===== src/rtl/cordic_linear_sched.sv =====
// rtl/cordic_linear_sched.sv - round-robin scheduler sharing one cordic_linear core
//
// Purpose: accepts one operation at a time from NUM_REQ requesters (valid/ready),
// drives the core start/done protocol, returns results to the originating lane,
// and answers with an error response if the core never signals done.
//
// Ports:
//   clk, rst                 clock, asynchronous active-low reset
//   req_valid/req_ready      per-lane request handshake (req_ready at most one-hot)
//   req_x/req_y/req_z        flattened lane operands, lane i at [i*W +: W]
//   req_mode                 per-lane mode (1 = vectoring/divide, 0 = rotation/multiply)
//   rsp_valid/rsp_ready      per-lane response handshake (rsp_valid one-hot of owner)
//   rsp_x/rsp_y/rsp_z        shared result bus
//   rsp_err                  response is a watchdog timeout
//   core_start               single-cycle start pulse to the core
//   core_x/y/z, core_mode    registered operands to the core
//   core_x/y/z_out,core_done core results and completion
//   busy                     high whenever the scheduler is not idle
module cordic_linear_sched #(
  parameter int FLOAT_SIZE = 24,
  parameter int INT_SIZE   = 8,
  parameter int NUM_REQ    = 4,
  parameter int TIMEOUT    = 255
) (
  input  logic                                      clk,
  input  logic                                      rst,
  input  logic [NUM_REQ-1:0]                        req_valid,
  output logic [NUM_REQ-1:0]                        req_ready,
  input  logic [NUM_REQ*(INT_SIZE+FLOAT_SIZE)-1:0]  req_x,
  input  logic [NUM_REQ*(INT_SIZE+FLOAT_SIZE)-1:0]  req_y,
  input  logic [NUM_REQ*(INT_SIZE+FLOAT_SIZE)-1:0]  req_z,
  input  logic [NUM_REQ-1:0]                        req_mode,
  output logic [NUM_REQ-1:0]                        rsp_valid,
  input  logic [NUM_REQ-1:0]                        rsp_ready,
  output logic [INT_SIZE+FLOAT_SIZE-1:0]            rsp_x,
  output logic [INT_SIZE+FLOAT_SIZE-1:0]            rsp_y,
  output logic [INT_SIZE+FLOAT_SIZE-1:0]            rsp_z,
  output logic                                      rsp_err,
  output logic                                      core_start,
  output logic [INT_SIZE+FLOAT_SIZE-1:0]            core_x,
  output logic [INT_SIZE+FLOAT_SIZE-1:0]            core_y,
  output logic [INT_SIZE+FLOAT_SIZE-1:0]            core_z,
  output logic                                      core_mode,
  input  logic [INT_SIZE+FLOAT_SIZE-1:0]            core_x_out,
  input  logic [INT_SIZE+FLOAT_SIZE-1:0]            core_y_out,
  input  logic [INT_SIZE+FLOAT_SIZE-1:0]            core_z_out,
  input  logic                                      core_done,
  output logic                                      busy
);

  localparam int W   = INT_SIZE + FLOAT_SIZE;
  localparam int PW  = $clog2(NUM_REQ);
  localparam int WDW = $clog2(TIMEOUT + 1);

  typedef enum logic [1:0] {
    S_IDLE,
    S_LAUNCH,
    S_BUSY,
    S_RESP
  } state_t;

  state_t          state;
  logic [PW-1:0]   p;
  logic [PW-1:0]   owner;
  logic [WDW-1:0]  wd;

  logic [PW-1:0]       grant;
  logic                any_valid;
  logic [PW:0]         scan;
  logic [NUM_REQ-1:0]  grant_oh;
  logic [NUM_REQ-1:0]  owner_oh;
  logic [PW-1:0]       owner_next;

  // Scan from the highest offset down so the lane closest to p is the one left standing.
  always_comb begin
    grant     = p;
    any_valid = 1'b0;
    scan      = '0;
    for (int k = NUM_REQ - 1; k >= 0; k--) begin
      scan = {1'b0, p} + (PW+1)'(k);
      if (scan >= (PW+1)'(NUM_REQ)) begin
        scan = scan - (PW+1)'(NUM_REQ);
      end
      if (req_valid[scan[PW-1:0]]) begin
        grant     = scan[PW-1:0];
        any_valid = 1'b1;
      end
    end
  end

  assign grant_oh   = {{(NUM_REQ-1){1'b0}}, 1'b1} << grant;
  assign owner_oh   = {{(NUM_REQ-1){1'b0}}, 1'b1} << owner;
  assign owner_next = (owner == PW'(NUM_REQ - 1)) ? '0 : owner + PW'(1);

  // Gated by rst so nothing is offered while reset is held, even with state already IDLE.
  assign req_ready = (rst && state == S_IDLE && any_valid) ? grant_oh : '0;

  always_ff @(posedge clk or negedge rst) begin
    if (!rst) begin
      state      <= S_IDLE;
      p          <= '0;
      owner      <= '0;
      wd         <= '0;
      busy       <= 1'b0;
      core_start <= 1'b0;
      core_x     <= '0;
      core_y     <= '0;
      core_z     <= '0;
      core_mode  <= 1'b0;
      rsp_valid  <= '0;
      rsp_x      <= '0;
      rsp_y      <= '0;
      rsp_z      <= '0;
      rsp_err    <= 1'b0;
    end else begin
      core_start <= 1'b0;
      case (state)
        S_IDLE: begin
          if (any_valid) begin
            core_x     <= req_x[32'(grant)*W +: W];
            core_y     <= req_y[32'(grant)*W +: W];
            core_z     <= req_z[32'(grant)*W +: W];
            core_mode  <= req_mode[grant];
            owner      <= grant;
            core_start <= 1'b1;
            busy       <= 1'b1;
            state      <= S_LAUNCH;
          end
        end
        S_LAUNCH: begin
          wd    <= '0;
          state <= S_BUSY;
        end
        S_BUSY: begin
          wd <= wd + WDW'(1);
          // done is checked first so a completion on the timeout cycle still wins.
          if (core_done) begin
            rsp_x     <= core_x_out;
            rsp_y     <= core_y_out;
            rsp_z     <= core_z_out;
            rsp_err   <= 1'b0;
            rsp_valid <= owner_oh;
            state     <= S_RESP;
          end else if (wd == WDW'(TIMEOUT - 1)) begin
            rsp_x     <= '0;
            rsp_y     <= '0;
            rsp_z     <= '0;
            rsp_err   <= 1'b1;
            rsp_valid <= owner_oh;
            state     <= S_RESP;
          end
        end
        S_RESP: begin
          if (rsp_ready[owner]) begin
            rsp_valid <= '0;
            p         <= owner_next;
            busy      <= 1'b0;
            state     <= S_IDLE;
          end
        end
        default: begin
          state <= S_IDLE;
          busy  <= 1'b0;
        end
      endcase
    end
  end

endmodule


===== config.mk =====
export PLATFORM = sky130hd
export DESIGN_NAME = cordic_linear_sched
export DESIGN_NICKNAME = d
export VERILOG_FILES = /design/src/rtl/cordic_linear_sched.sv
export SDC_FILE = /design/constraint.sdc
export NUM_CORES = 1
export LEC_CHECK = 0
export CAP_MARGIN = 20
export CORE_AREA = 5 5 272 274
export CTS_CLUSTER_SIZE = 14
export DETAILED_ROUTE_END_ITERATION = 8
export DIE_AREA = 0 0 277 279
export HOLD_SLACK_MARGIN = 0.12
export MAX_ROUTING_LAYER = met4
export PLACE_DENSITY_LB_ADDON = 0.15
export SLEW_MARGIN = 40
export SYNTH_ARGS = -nofsm -noshare
export SYNTH_HDL_FRONTEND = slang
export SYNTH_SLANG_ARGS = --single-unit

===== constraint.sdc =====
create_clock -name clk -period 3.2 [get_ports clk]
set_clock_uncertainty 0.1 [all_clocks]
set_input_delay 0.64 -clock clk [delete_from_list [all_inputs] [get_ports clk]]
set_output_delay 0.64 -clock clk [all_outputs]
set_load 0.03 [all_outputs]

==> run metrics, run 1 <==
status=completed; Starting Density=0.1541; register bit total from synthesis=214; vias per inst=4.290; commonest cells in the netlist=dfrtp_1, a211oi_1, and3_1; Residual DRC=0; sequential fraction of the synthesis area=0.4886; largest cells by area after synthesis=dfrtp_1, a211oi_1, and3_1; Finished Layout Cells=2758; WL/cell=21.44 um; synth-to-layout area growth=85.15%; RePlAce Congestion=0.8929; Clock Latency Late Sink=0.57 ns; Mapped Cells=1122; Post-synth EDFFs=0; Synthesized Nets=1626; Required @ worst endpoint=2.46 ns; share of layout cells above drive strength 1=0.06396; Setup crit start kind=primary input; Final Setup Violations=0; clock sinks=214; max_cap viols=0; crit path capture type=primary output; Post-Syn Area per Cell=9.768 um2; post-CTS setup buffers=0; cts bufs inserted=30; Final Hold Fails=0; top cell type's share of synthesized area=0.4886; Worst Tran Pin Value=0.7846 ns; crit share post-route=0.9605; Synth cell types=38; global-route wire length before repair=86110 um; Clock Tree Buf Depth=3; Worst Setup SP=req_valid[0]; crit path cell chain=clkdlybuf4s50_1, nor3b_2, a2111oi_4, or2_2, nor3_1, buf_4; Post-synth ARST share=1.000; LEAKAGE=8.177 nW; Max VDD drop=0.0004946 V; vias in the first global route=12740; fin. max-slew vios=0; HPWL Detailed=45120 um; Iter 0 DRT Violations=456; nets=2280; CTS root buffer=clkbuf_16; most area-hungry cell type in the Yosys netlist=dfrtp_1; DRT Wirelength=59130 um; PortBufs=698; Horiz. Die Dim=277 um; Die ar.=77280 um2; critical path type=in2out; synthesized cell area=10960 um2; FP Rows=98; Post-DRT Antenna Nets=0; pwr dens=956.7 nW/um2; CORE AREA=71120 um2; TritonCTS clock tree=built; Buf+Inv Stages, Crit Path=2; slew margin rel.=0.4769; Hold WC Path Type=in2async; Max H-tree Level=1; final instance area=20290 um2; drt first pass iters=5; Fillers=7474; yosys warns=0; via count=11830; largest net degree at the start of global routing=138; top_reg_cell synth=dfrtp_1; RSZ-0062 raised after global routing=false; Top delay family on crit path=simple AND/OR/NAND/NOR gates; fmax=0.3253 GHz; WP data arrival=2.33 ns; Min Clock Period, post-route=3.074 ns; Area after DPL=19200 um2; CP Max Fanout=5; die height=279 um; most common cell in the netlist=dfrtp_1; CP peak stage delay=0.54 ns; Boundary Pins=699; Util after Layout=0.2853; placed cell count=2693; Reg clk slew, reported paths=0.06 ns; Total Routing Usage GR=0.1480; worst r2r src=p[1]; initial antenna violation count=10; total grt overflow=0; CP max stage cell=clkdlybuf4s50_1
## through the flow
stage / total power, W / setup TNS, ns / setup WS [ns] / hold WS, ns
global placement: 0.01602 / -0.05745 / -0.05595 / 0.3865
CTS: 0.01980 / 0 / 0.03816 / 0.3577
floorplan: 0.01086 / 0 / 0.06596 / 0.2444
finish: 0.01941 / 0 / 0.1263 / 0.3973
detailed placement: 0.01602 / -0.1757 / -0.1345 / 0.3915
global route: 0.02062 / 0 / 0.02323 / 0.3860
## per-layer routing
layer,global-route usage,routed length (um),vias to the layer above
met3,0.04925,4981,65
met4,0.03963,1415,0
met5,-,0,-
met1,0.1677,23300,5697
li1,-,-,5564
met2,0.2523,29430,506
## cell families (layout without fill, tap and decap cells)
kind of cell / after synthesis / in the layout / share of synthesized area
AO/OA/AOI/OAI: 318 / 318 / 0.2291
XOR/XNOR: 1 / 1 / 0.0007993
adder cells (fa/ha/maj): 9 / 9 / 0.01028
buffers and inverters: 131 / 807 / 0.04784
flip-flops: 214 / 214 / 0.4886
multiplexers: 7 / 7 / 0.008220
other: 0 / 10 / 0
AND/OR/NAND/NOR: 442 / 442 / 0.2151
## power by group
group	switching, W	internal (W)
Combinational	0.00638	0.00467
Sequential	0.000746	0.00401
Clock	0.00132	0.00227
Total	0.00846	0.0110
## cell type report
class	count	area [um2]	share of cell area
timing repair buffer	742	7505	0.3699
inverter	11	41.29	0.002035
clock buffer	39	815.8	0.04020
clock inverter	15	237.7	0.01172
tap	950	1189	0.05858
multi-input combinational	777	5122	0.2525
sequential	214	5355	0.2639
antenna	10	25.02	0.001233
## path summary, 6_finish.rpt
path | end | slack (ns) | cells past startpoint
max | req_ready[2] | 0.13 | 6
min | rsp_y[18] | 0.40 | 2
max reg2reg | core_y[22] | 0.66 | 7
min reg2reg | rsp_z[17] | 0.40 | 1
max in group asynchronous | core_y[9] | 1.61 | 3
min in group clk | rsp_z[17] | 0.40 | 1
## sequential cells by signal (all words and copies together), names as in the netlist, 4 cells and up
| name | count |
|---|---|
| core_x | 32 |
| core_y | 32 |
| core_z | 32 |
| rsp_valid | 4 |
| rsp_x | 32 |
| rsp_y | 32 |
| rsp_z | 32 |
| wd | 8 |
## worst reg2reg max path, stage by stage, from the launching register on
cell and delay [ns]:
dfrtp_1 0.49, nor3b_2 0.30, a2111oi_4 0.09, buf_4 0.17, or3b_4 0.43, buf_12 0.20, a211oi_1 0.54, nor3_1 0.09
## what timing repair did
action,4_1_cts,5_1_grt
endpoints found under the hold margin,20,0
hold buffers,1,0
setup endpoints to repair,0,4
resized for setup,0,1
## cell usage in the layout, fill, tap and decap left out, types with 4 or more instances in the layout
cell,Yosys,final
mux2_2,6,6
clkinv_2,0,5
nor2_1,101,101
dfrtp_1,214,214
nand2_1,15,14
nand3_1,5,5
nor2b_1,9,8
buf_12,0,15
bufinv_16,0,6
and3_1,194,194
a22o_1,97,97
clkbuf_16,0,31
buf_4,1,32
clkdlybuf4s50_1,0,692
ha_1,9,9
a211oi_1,195,195
a21oi_1,4,4
clkbuf_1,100,7
diode_2,0,10
o21ai_0,13,13
nor3_1,103,103
inv_1,11,11
Note: power is estimated with default switching activity, not from simulation.
==> run 2, diff against run 1 <==
--- a/config.mk
+++ b/config.mk
@@ -6,6 +6,8 @@
 export NUM_CORES = 1
 export LEC_CHECK = 0
 export CAP_MARGIN = 20
+export CELL_PAD_IN_SITES_DETAIL_PLACEMENT = 1
+export CELL_PAD_IN_SITES_GLOBAL_PLACEMENT = 1
 export CORE_AREA = 5 5 272 274
 export CTS_CLUSTER_SIZE = 14
 export DETAILED_ROUTE_END_ITERATION = 8
==> run 2 against run 1 <==
Effect of this change: first-iteration DRC count decreased by 6.6%; largest power group unchanged; clock power barely moved; sequential cell count did not move; global-route usage increased by 2.4 points; setup slack improved by 0.0085 ns; via count up 2.6%; cell count is 0.76% higher.
==> run metrics, run 2 (synthesis results as in run 1) <==
crit path capture type=primary output; gr busiest metal=met2; total grt overflow=0; Setup crit start kind=primary input; routing usage on met2=0.2889; HPWL Detailed=51010 um; reg-to-reg slack, setup=0.75 ns; status=completed; RePlAce Congestion=0.8361; TritonCTS clock tree=built; cell mode on critical path=buf_4; fin. max-slew vios=0; Hold EP=rsp_x[17]; Final Setup Violations=0; Finished Layout Cells=2779; worst hold slack=0.4009 ns; CTS root buffer=clkbuf_16; PortBufs=698; Worst Hold Launch=rsp_x[17]; Residual DRC=0; Max VDD drop=0.0004259 V; WP data arrival=2.33 ns; crit share post-route=0.9579; Worst Tran Pin Value=0.6617 ns; Iter 0 DRT Violations=426; Util after Layout=0.2874; crit path cell chain=clkdlybuf4s50_1, buf_4, a2111oi_4, nor2_1, nor3_2, buf_4, buf_12; commonest cells after routing, fill and taps aside=clkdlybuf4s50_1, dfrtp_1, a211oi_1; clock sinks=214; drt first pass iters=4; pwr dens=963.6 nW/um2; max_cap viols=0; Min Clock Period, post-route=3.065 ns; GR met1 Demand/Resource=0.1881; global-route wire length before repair=97300 um; worst r2r src=p[1]; share of layout cells above drive strength 1=0.06656; Top delay family on crit path=buffers and inverters; FP Rows=98; most common cell after layout, fill and taps aside=clkdlybuf4s50_1; CP peak stage delay=0.48 ns; DRT Wirelength=67810 um; Clock Tree Buf Depth=3; CP Max Fanout=4; nets=2287; LEAKAGE=8.222 nW; Pwr Total=0.01969 W; largest net degree at the start of global routing=121; CORE AREA=71120 um2; Starting Density=0.1541; fmax=0.3262 GHz; RSZ-0062 raised after global routing=false; Die ar.=77280 um2; slew margin rel.=0.5589; CP max stage cell=clkdlybuf4s50_1; critical path type=in2out; Clock Latency Late Sink=0.52 ns; Final Hold Fails=0; R2R depth=8; synth-to-layout area growth=86.47%; Boundary Pins=699; Buf+Inv Stages, Crit Path=4; Worst R2R End=core_x[11]; Required @ worst endpoint=2.46 ns; placed cell count=2694; die height=279 um; vias per inst=4.366; via count=12130; initial antenna violation count=26; vias in the first global route=13510; Post-DRT Antenna Nets=0; Hold WC Path Type=reg2reg; Horiz. Die Dim=277 um; Total Routing Usage GR=0.1723; worst hold stages=1; Reg clk slew, reported paths=0.06 ns; routing usage on met3=0.06973; WL/cell=24.40 um; Max H-tree Level=2; cts bufs inserted=34
==> run 2: per-stage QoR <==
stage	setup slack (ns)	setup TNS [ns]	area [um2]
global route	0.02929	0	20430
CTS	0.03125	0	20330
floorplan	0.06596	0	10960
global placement	-0.06805	-0.08166	19270
detailed placement	-0.1093	-0.1737	19270
finish	0.1348	0	20440
==> run 2: repair_timing <==
action                     in CTS  in global routing
hold buffers                    1                  0
buffers inserted                0                  1
resized for setup               3                  1
pin swaps                       1                  2
setup endpoints to repair       2                  4
hold endpoints to repair       43                  0
==> run 2: how the worst max path moves through the flow <==
stage	from	end	slack [ns]	cells past startpoint
2_1_floorplan	req_valid[2]	req_ready[1]	0.07	6
3_3_place_gp	req_valid[1]	req_ready[1]	-0.07	7
3_5_place_dp	req_valid[1]	req_ready[1]	-0.11	7
4_1_cts	req_valid[2]	req_ready[1]	0.03	7
5_1_grt	req_valid[3]	req_ready[1]	0.03	7
6_report	req_valid[3]	req_ready[1]	0.13	7
==> run 2: metal layers <==
layer	vias to the layer above	part of all wire
li1	5593	-
met1	5985	0.39
met2	482	0.50
met3	74	0.090
met4	0	0.025
met5	-	0
==> run 2: cell type report <==
cell class / count / area, um2
Antenna cell: 26 / 65.06
Sequential cell: 214 / 5355
Multi-Input combinational cell: 777 / 5132
Clock inverter: 7 / 70.07
Timing Repair Buffer: 745 / 7605
Tap cell: 950 / 1189
Clock buffer: 49 / 978.4
Fill cell: 8027 / 50680
Inverter: 11 / 41.29
==> run 2: where the power goes <==
| group | switching [W] | total, W | internal, W |
|---|---|---|---|
| Combinational | 0.00657 | 0.0113 | 0.00472 |
| Sequential | 0.000807 | 0.00482 | 0.00402 |
| Clock | 0.00139 | 0.00359 | 0.00219 |
| Total | 0.00877 | 0.0197 | 0.0109 |
